===== config.mk =====
export PLATFORM = sky130hd
export DESIGN_NAME = seg7_to_bcd_capture
export DESIGN_NICKNAME = d
export VERILOG_FILES = /design/src/rtl/seg7_to_bcd_capture.sv
export SDC_FILE = /design/constraint.sdc
export NUM_CORES = 1
export LEC_CHECK = 0
export CAP_MARGIN = 15
export CORE_AREA = 2 2 75 77
export DETAILED_ROUTE_END_ITERATION = 10
export DIE_AREA = 0 0 77 79
export GPL_ROUTABILITY_DRIVEN = 0
export PLACE_DENSITY_LB_ADDON = 0.25
export SLEW_MARGIN = 40
export SYNTH_ARGS = -nofsm -noshare
export SYNTH_HDL_FRONTEND = slang
export SYNTH_SLANG_ARGS = --single-unit

===== constraint.sdc =====
create_clock -name clk -period 2.64 [get_ports clk]
set_clock_uncertainty 0.15 [all_clocks]
set_input_delay 0.528 -clock clk [delete_from_list [all_inputs] [get_ports clk]]
set_output_delay 0.528 -clock clk [all_outputs]
set_load 0.03 [all_outputs]

===== src/rtl/seg7_to_bcd_capture.sv =====
// Seven-segment display scraper: debounces multiplexed digit strobes,
// decodes each slot to BCD and presents full 4-digit frames via valid/ready.
module seg7_to_bcd_capture #(
  parameter int unsigned STABLE_CYCLES = 4
) (
  input  logic        clk,
  input  logic        rst_n,
  input  logic [6:0]  seg_in,
  input  logic [3:0]  dig_sel,
  output logic [15:0] bcd_out,
  output logic [3:0]  err_out,
  output logic        out_valid,
  input  logic        out_ready,
  output logic        overrun
);

  typedef enum logic {
    COLLECT,
    PRESENT
  } state_e;

  // The counter holds matches seen, i.e. run length minus one.
  localparam logic [7:0] SAT     = 8'(STABLE_CYCLES);
  localparam logic [7:0] FIRE_AT = 8'(STABLE_CYCLES - 2);

  logic [6:0]  seg_q;
  logic [3:0]  sel_q;
  logic [7:0]  cnt_q, cnt_d;
  logic [15:0] dig_q;
  logic [3:0]  serr_q;
  logic [3:0]  filled_q;
  logic [15:0] bcd_q;
  logic [3:0]  err_q;
  logic        ovr_q;
  state_e      state_q;

  logic        onehot;
  logic        match;
  logic        fire;
  logic [4:0]  dec;

  function automatic logic [4:0] seg_dec(input logic [6:0] s);
    logic [4:0] r;
    case (s)
      7'b1111110: r = 5'h00;
      7'b0110000: r = 5'h01;
      7'b1101101: r = 5'h02;
      7'b1111001: r = 5'h03;
      7'b0110011: r = 5'h04;
      7'b1011011: r = 5'h05;
      7'b1011111: r = 5'h06;
      7'b1110000: r = 5'h07;
      7'b1111111: r = 5'h08;
      7'b1111011: r = 5'h09;
      default:    r = 5'h1F;
    endcase
    return r;
  endfunction

  // Run detection and capture strobe.
  always_comb begin
    onehot = (dig_sel != 4'd0) &&
             ((dig_sel & (dig_sel - 4'd1)) == 4'd0);
    match  = onehot && (seg_in == seg_q) &&
             (dig_sel == sel_q);
    fire   = match && (cnt_q == FIRE_AT);
    dec    = seg_dec(seg_in);
    cnt_d  = 8'd0;
    if (match) begin
      cnt_d = (cnt_q == SAT) ? cnt_q : cnt_q + 8'd1;
    end
  end

  // Input sampling and stability counter, active in both states.
  always_ff @(posedge clk or negedge rst_n) begin
    if (!rst_n) begin
      seg_q <= 7'd0;
      sel_q <= 4'd0;
      cnt_q <= 8'd0;
    end else begin
      seg_q <= seg_in;
      sel_q <= dig_sel;
      cnt_q <= cnt_d;
    end
  end

  // Slot storage, frame FSM and registered outputs.
  always_ff @(posedge clk or negedge rst_n) begin
    if (!rst_n) begin
      state_q  <= COLLECT;
      dig_q    <= 16'd0;
      serr_q   <= 4'd0;
      filled_q <= 4'd0;
      bcd_q    <= 16'd0;
      err_q    <= 4'd0;
      ovr_q    <= 1'b0;
    end else begin
      ovr_q <= fire && (state_q == PRESENT);
      unique case (state_q)
        COLLECT: begin
          for (int i = 0; i < 4; i++) begin
            if (fire && dig_sel[i]) begin
              dig_q[i*4 +: 4] <= dec[3:0];
              serr_q[i]       <= dec[4];
              filled_q[i]     <= 1'b1;
            end
          end
          if (filled_q == 4'hF) begin
            state_q <= PRESENT;
            bcd_q   <= dig_q;
            err_q   <= serr_q;
          end
        end
        PRESENT: begin
          if (out_ready) begin
            state_q  <= COLLECT;
            filled_q <= 4'd0;
          end
        end
        default: state_q <= COLLECT;
      endcase
    end
  end

  assign bcd_out   = bcd_q;
  assign err_out   = err_q;
  assign out_valid = (state_q == PRESENT);
  assign overrun   = ovr_q;

endmodule


Yosys cells after proc, flatten, opt, wreduce, memory -nomap -nowiden
Index checks and enable logic that the tools add are counted.
Storage, ports and cells
  register bits: 65
  input bits: 14
  output and inout bits: 22
  word-level logic and storage cells: 76
Cells by class
  $add $sub $neg: 2
  equal/unequal tests: 21
  multiplexer cells: 12
  bitwise gates (word level): 2
  reduce and logical (&&, ||, !) cells: 20
Operators by type and width (number)
  7-bit equality test, second input constant: 8
  5-bit one-hot mux with 10 select lines: 1
  2-bit AND reduction: 9
  8-bit two-way mux: 2
  7-bit by 6-bit equality test with 1-bit output, second input constant: 2
  2-bit inequality test, second input constant: 6
  1-bit logical AND: 9
  8-bit by 1-bit adder with 8-bit output, second input constant: 1
  8-bit by 2-bit equality test with 1-bit output, second input constant: 1
  8-bit by 3-bit equality test with 1-bit output, second input constant: 1
  4-bit one-hot mux with 2 select lines: 1
  7-bit equality test: 1
  1-bit two-way mux: 6
  4-bit AND: 1
  4-bit equality test: 1
  4-bit equality test, second input constant: 1
  4-bit logical NOT: 1
  4-bit two-way mux: 1
  4-bit nonzero test: 1
  4-bit by 1-bit subtractor with 4-bit output, second input constant: 1
  1-bit one-hot mux with 2 select lines: 1
  1-bit NOT: 1

Depth between registers and ports, before layout
Gate-level depths: netlist (run 1).
  depth after elaboration: 10
  mapped depth: 7
  gate-level depth less buffers: 6

Worst setup path after synthesis (run 1)
No wires, ideal clock.
  path type: input -> register
  from: in seg_in[3]
  to: reg dig_q[0]
  library setup time: 125 ps
  arrival time: 1880 ps
  data required time: 2365 ps
  setup slack: 485 ps
  stages on the path: 7
  buffers on the path: 2
  cells stage by stage: buf_6 > xnor2_1 > nand4_1 > nor4_4 > and4_1 > buf_2 > mux2_2
On the way
  cells in the longest elaborated chain, start to end: 6
  elaborated cells on any way between the ends: 17
  those cells by class: 11 x eq/ne; 1 x mux; 5 x reduce/logical
RTL lines
  start: declaration: RTL line 8  | input logic [6:0] seg_in,
  7-bit equality test: RTL line 64  | match = onehot && (seg_in == seg_q) &&
  1-bit logical AND (2 in a row): RTL line 64
  1-bit logical AND: RTL line 66  | fire = match && (cnt_q == FIRE_AT);
  1-bit logical AND: RTL line 102  | if (fire && dig_sel[i]) begin
  2-bit AND reduction (no line)
  end signal: indexed assignment: RTL line 103  | dig_q[i*4 +: 4] <= dec[3:0];
  end: declaration: RTL line 29  | logic [15:0] dig_q;
Parallel ways exist; a longest one is shown, timed or not.
A chain may end at the register's enable or synchronous reset.

Worst setup path after layout (run 1)
  from: in seg_in[0]
  to: reg dig_q[15]
The elaborated chain is that of the path after synthesis.

==> results of run 1 <==
==> final timing paths <==
check	startpoint	end	slack, ns	cells after the start
min	rst_n	bcd_out[10]$_DFFE_PN0P_	0.04	2
min reg2reg	filled_q[0]$_DFFE_PN0P_	filled_q[0]$_DFFE_PN0P_	0.33	1
max	seg_in[0]	dig_q[15]$_DFFE_PN0P_	0.22	6
min in group clk	filled_q[0]$_DFFE_PN0P_	filled_q[0]$_DFFE_PN0P_	0.33	1
max reg2reg	cnt_q[4]$_DFFE_PN0P_	dig_q[3]$_DFFE_PN0P_	0.48	5
max in group asynchronous	rst_n	err_out[3]$_DFFE_PN0P_	2.01	2
==> power groups by stage <==
stage	clock network (mW)	registers [mW]	logic, mW
after floorplan	0	1.03	0.0423
after global placement	0	1.03	0.111
after detailed placement	0	1.03	0.111
after CTS	0.716	1.01	0.112
after global routing	0.769	1.01	0.124
final	0.699	1.01	0.111
==> stage by stage <==
| stage | total power [mW] | hold WS [ns] | cell area (sq um) | std cells |
|---|---|---|---|---|
| floorplan | 1.07 | 0.0824 | 2770 | 211 |
| global placement | 1.14 | 0.314 | 3330 | 331 |
| detailed placement | 1.14 | 0.319 | 3330 | 331 |
| CTS | 1.84 | 0.0565 | 3490 | 347 |
| global route | 1.90 | 0.0738 | 3490 | 347 |
| finish | 1.82 | 0.0398 | 3490 | 347 |
==> logic make-up after synthesis <==
| group | after synthesis | share of synthesized area (%) |
|---|---|---|
| adder cells (fa/ha/maj) | 3 | 1.35 |
| buffers and inverters | 8 | 1.58 |
| AND/OR/NAND/NOR | 60 | 12.1 |
| multiplexers | 41 | 16.6 |
| flip-flops | 65 | 58.7 |
| AO/OA/AOI/OAI | 16 | 3.93 |
| XOR/XNOR | 18 | 5.69 |
==> flip-flops by register name, indices dropped and copies added (netlist names) <==
register and count:
err_out 4, filled_q 4, serr_q 4, sel_q 4, bcd_out 16, cnt_q 8, out_valid 1, dig_q 16
seg_q 7, overrun 1
==> worst register-to-register path: stages, from the launching register on <==
cell     delay, ns
dfrtp_1       0.42
nor3_2        0.22
nand2_1       0.11
nor4b_2       0.36
and4_1        0.43
mux2_2        0.37
==> cell usage after synthesis, types with 3 or more instances <==
master | count | share of area (%)
ha_1 | 3 | 1.4
xor2_1 | 9 | 2.8
o22ai_1 | 3 | 0.68
nor2_1 | 16 | 2.2
nand4_1 | 11 | 2.5
mux2_2 | 39 | 16
dfrtp_1 | 65 | 59
nand3_1 | 4 | 0.72
xnor2_1 | 9 | 2.8
nand2_1 | 15 | 2.0
==> layer usage <==
layer	GRT usage [%]	part of all wire, %
met3	5.00	3.8
met1	27.1	49
met5	0	0
met4	6.07	0.57
met2	29.8	47
==> final cells by class <==
type | count | share of cell area [%]
Clock buffer | 9 | 3.55
Multi-Input combinational cell | 138 | 31.6
Inverter | 2 | 0.215
Sequential cell | 65 | 46.6
Timing Repair Buffer | 54 | 14.4
Clock inverter | 7 | 1.08
Tap cell | 72 | 2.58
==> flow_summary_export.csv, run 1 <==
group,metric,value,unit
clock_tree,clock_latency,0.33,ns
clock_tree,cts-root-buf,"clkbuf_8",
sta,worst_slew_pin_slew,0.443,ns
sta,setup_viol,0,
finish,drive_gt1_share,29.8,%
clock_tree,hold_buffers,0,
synthesis,synth_edf_count,0,
finish,layout_commonest_cell,"dfrtp_1",
critical_path,crit_path_max_fanout,8,
global_route,grt_usage,19.3,%
placement,portBuffers,35,
critical_path,critPathRequiredTime,2.70,ns
drt,drc,0,
drt,vias,1825,
critical_path,path_buf_inv,1,
outcome,outcome,"finished clean",
clock_tree,post_cts_buffers,0,
synthesis,ys_async_sr_fraction,100,%
critical_path,crit_chain,"clkdlybuf4s50_1, or4b_4, o22ai_1, a31o_2, o22ai_1, mux2_2",
floorplan,coreArea,0.00534,sq mm
finish,multi_input_area,0.00110,sq mm
global_route,grt_max_degree,66,
clock_tree,cts-buffers-inserted,9,
synthesis,synth_ff_type,"dfrtp_1",
drt,drt_iter0_markers,77,
floorplan,die_area,0.00608,sq mm
finish,area_growth,25.8,%
sta,post-route-min-period,2.42,ns
synthesis,netlist_area,0.00277,sq mm
critical_path,critical-path-top-delay-family,"simple AND/OR/NAND/NOR gates",
clock_tree,ctsLongestPathBuffers,2,
synthesis,yosysSeqAreaShare,58.7,%
finish,nNetsFinal,287,
clock_tree,cts_max_level,3,
synthesis,yosysWarnings,0,
critical_path,crit_path_max_incr_delay,0.60,ns
sta,hold_viol,0,
run,drv_cap,0,
placement,post-place-ws,-0.124,ns
drt,drt_first_pass_iters,4,
synthesis,syn_inst,211,
power,pwr_density_cell,521,mW/mm^2
power,power_leakage,1.65,nW
critical_path,cp-end-kind,"register",
synthesis,syn_nets,228,
global_route,grt_pass1_wl,9140,um
critical_path,cp.arrival,2.48,ns
clock_tree,cts_tree,"yes",
power,seq_power_share,55.5,%
global_route,grt_overflow_total,0,
critical_path,crit_path_frequent_cell,"o22ai_1",
finish,fill_cells,450,
finish,final_util,65.3,%
clock_tree,cts.sinks,65,
sta,drv_slew,0,
sta,timing.final.crit_share,91.6,%
drt,viasPerCell,5.26,
floorplan,floorplan.initialDensity,51.9,%
critical_path,cp_slowest_cell,"or4b_4",
synthesis,syn_avg_cell_area,13.1,sq um
sta,relSlewSlack,70.1,%
placement,place_hpwl,3540,um
synthesis,ys_types,38,
power,peakVddDrop,0.000330,V
drt,ant_nets,0,
floorplan,rows,27,
clock_tree,cts.reportedPaths.clkPinSlew,0.07,ns
drt,wl,5230,um
finish,final_cell_mix,"65 x dfrtp_1, 39 x mux2_2, 34 x clkdlybuf4s50_1",
floorplan,die_height,79,um
power,p_sw_share,23.9,%
floorplan,ios,36,
global_route,grt_pass1_vias,1899,
sta,timing.fmax,0.414,GHz
power,p_int,1.38,mW
sta,finalSetupTns,0,ns
clock_tree,cts_resized,0,
power,combPwrFrac,6.1,%
floorplan,die_w,77,um
synthesis,synth_seq_cells,65,
finish,diodes,0,
hold_path,min_path_type,"in2async",
power,p_clk_share,38.5,%
power,p_sw,0.434,mW
drt,wl_per_cell,15.1,um
sta,layout_setup_ws,0.222,ns
critical_path,worstSetupPathType,"in2reg",
finish,seqCellArea,0.00163,sq mm
sta,rsz0062_at_grt,"no",
critical_path,cp-start-kind,"input pin",
global_route,antenna_found_initial,0,
No activity file was read; power rests on OpenSTA's default activity.
==> run 2: changes to the inputs <==
- PLACE_DENSITY_LB_ADDON: 0.25 -> 0.08
- RECOVER_POWER: default -> 25
==> flow_summary_export.csv, run 2 (same netlist as run 1, synthesis figures left out) <==
group,metric,value,unit
clock_tree,clock_latency,0.34,ns
global_route,gr-usage-met1,26.0,%
floorplan,die_w,77,um
clock_tree,cts-root-buf,"clkbuf_8",
critical_path,r2r_setup_slack,0.49,ns
floorplan,die_area,0.00608,sq mm
hold_path,min_path_cells,1,
placement,post-place-ws,-0.104,ns
run,drv_cap,0,
sta,setup_viol,0,
critical_path,timing.rr.start,"cnt_q[4]$_DFFE_PN0P_",
power,peakVddDrop,0.000371,V
clock_tree,ctsLongestPathBuffers,2,
drt,drt_first_pass_iters,4,
placement,portBuffers,35,
critical_path,reg2reg_to,"dig_q[3]$_DFFE_PN0P_",
finish,fin_area,0.00352,sq mm
floorplan,rows,27,
global_route,grt_overflow_total,0,
sta,layout_setup_ws,0.157,ns
placement,dp.cells,336,
finish,drive_gt1_share,30.2,%
placement,place_hpwl,3710,um
finish,area_growth,27.1,%
floorplan,die_height,79,um
global_route,antenna_found_initial,0,
clock_tree,cts.sinks,65,
critical_path,crit_path_max_fanout,4,
global_route,grt_util_met3,5.68,%
floorplan,ios,36,
clock_tree,cts_tree,"yes",
clock_tree,cts_max_level,3,
sta,holdWs,0.335,ns
clock_tree,cts.reportedPaths.clkPinSlew,0.07,ns
sta,post-route-min-period,2.48,ns
floorplan,floorplan.initialDensity,51.9,%
finish,final_util,66.0,%
outcome,outcome,"finished clean",
critical_path,crit_start,"seg_in[3]",
drt,wl,5150,um
sta,drv_slew,0,
sta,timing.fmax,0.403,GHz
finish,final_cell_mix,"65 x dfrtp_1, 39 x mux2_2, 25 x clkdlybuf4s50_1",
drt,ant_nets,0,
sta,worst_slew_pin_slew,0.724,ns
sta,relSlewSlack,51.8,%
power,power_leakage,1.66,nW
sta,hold_viol,0,
drt,wl_per_cell,14.6,um
global_route,grt_max_degree,30,
floorplan,coreArea,0.00534,sq mm
placement,placed_area,0.00335,sq mm
power,total_power,1.85,mW
clock_tree,cts-buffers-inserted,9,
global_route,busiest_layer,"met2",
finish,layout_commonest_cell,"dfrtp_1",
critical_path,cp.arrival,2.56,ns
critical_path,cp-start-kind,"input pin",
drt,viasPerCell,5.17,
global_route,grt_usage,18.9,%
critical_path,worstSetupPathType,"in2reg",
critical_path,cp-end-kind,"register",
sta,rsz0062_at_grt,"no",
finish,fill_cells,438,
power,pwr_density_cell,526,mW/mm^2
drt,drc,0,
critical_path,crit_end,"dig_q[3]$_DFFE_PN0P_",
critical_path,critPathRequiredTime,2.72,ns
drt,drt_iter0_markers,112,
global_route,grt_pass1_wl,8800,um
global_route,grt_pass1_vias,1803,
sta,timing.final.crit_share,94.0,%
critical_path,rr_worst_depth,5,
hold_path,min_path_type,"reg2reg",
finish,fin_cells,353,
finish,diodes,0,
global_route,use_met2,28.4,%
sta,finalSetupTns,0,ns
drt,vias,1825,
finish,nNetsFinal,293,
## run 2: cell count changes in the layout (fill, tap and decap cells not counted)
cell,delta
dlygate4sd3_1,+10
clkinv_2,-3
buf_4,+4
clkdlybuf4s50_1,-9
clkinvlp_4,+2
clkbuf_2,+1
buf_12,-1
buf_2,-1
clkbuf_1,+2
inv_6,+1
## run 2: layout make-up
type                            count  area [sq um]  area share [%]
Inverter                            2          7.51           0.213
Sequential cell                    65          1630            46.2
Timing Repair Buffer               60           528            15.0
Clock inverter                      7          46.3            1.31
Clock buffer                        9           124            3.52
Multi-Input combinational cell    138          1100            31.3
Tap cell                           72          90.1            2.56
## run 2: power by group
part           switching [mW]  internal [mW]  leakage (nW)  total [mW]
clock network           0.397          0.338        0.0814       0.735
logic                  0.0621         0.0497         0.699       0.112
registers             0.00359           1.00         0.883        1.01
## run 2: metal layers
layer | routed length [um] | share of wire [%] | vias to the layer above
met5 | 0 | 0 | -
met4 | 79 | 1.5 | 0
met3 | 214 | 4.2 | 9
met2 | 2320 | 45 | 27
met1 | 2530 | 49 | 903
li1 | - | - | 886
## run 2: worst max-delay path, cell delays in order
cell and delay (ns):
dlygate4sd3_1 0.57, buf_4 0.15, or4b_4 0.49, o22ai_1 0.21, a31o_2 0.17, o22ai_1 0.13
mux2_2 0.30
## run 2: timing repair
item	in CTS	in global routing
hold buffers	1	0
gates resized for setup	0	0
hold endpoints to repair	11	0
buffers inserted	0	0
## run 2: how the worst min path moves through the flow
stage / start / to / slack (ns)
floorplan: rst_n / bcd_out[0]$_DFFE_PN0P_ / 0.08
global placement: rst_n / sel_q[2]$_DFF_PN0_ / 0.28
detailed placement: rst_n / sel_q[2]$_DFF_PN0_ / 0.29
CTS: filled_q[0]$_DFFE_PN0P_ / filled_q[0]$_DFFE_PN0P_ / 0.34
global route: filled_q[0]$_DFFE_PN0P_ / filled_q[0]$_DFFE_PN0P_ / 0.36
finish: filled_q[0]$_DFFE_PN0P_ / filled_q[0]$_DFFE_PN0P_ / 0.34
==> run 3: changes to the inputs <==
- SKIP_CTS_REPAIR_TIMING: default -> 1
==> results of run 3 <==
The final DEF is identical to that of run 2; final timing and power are the same.
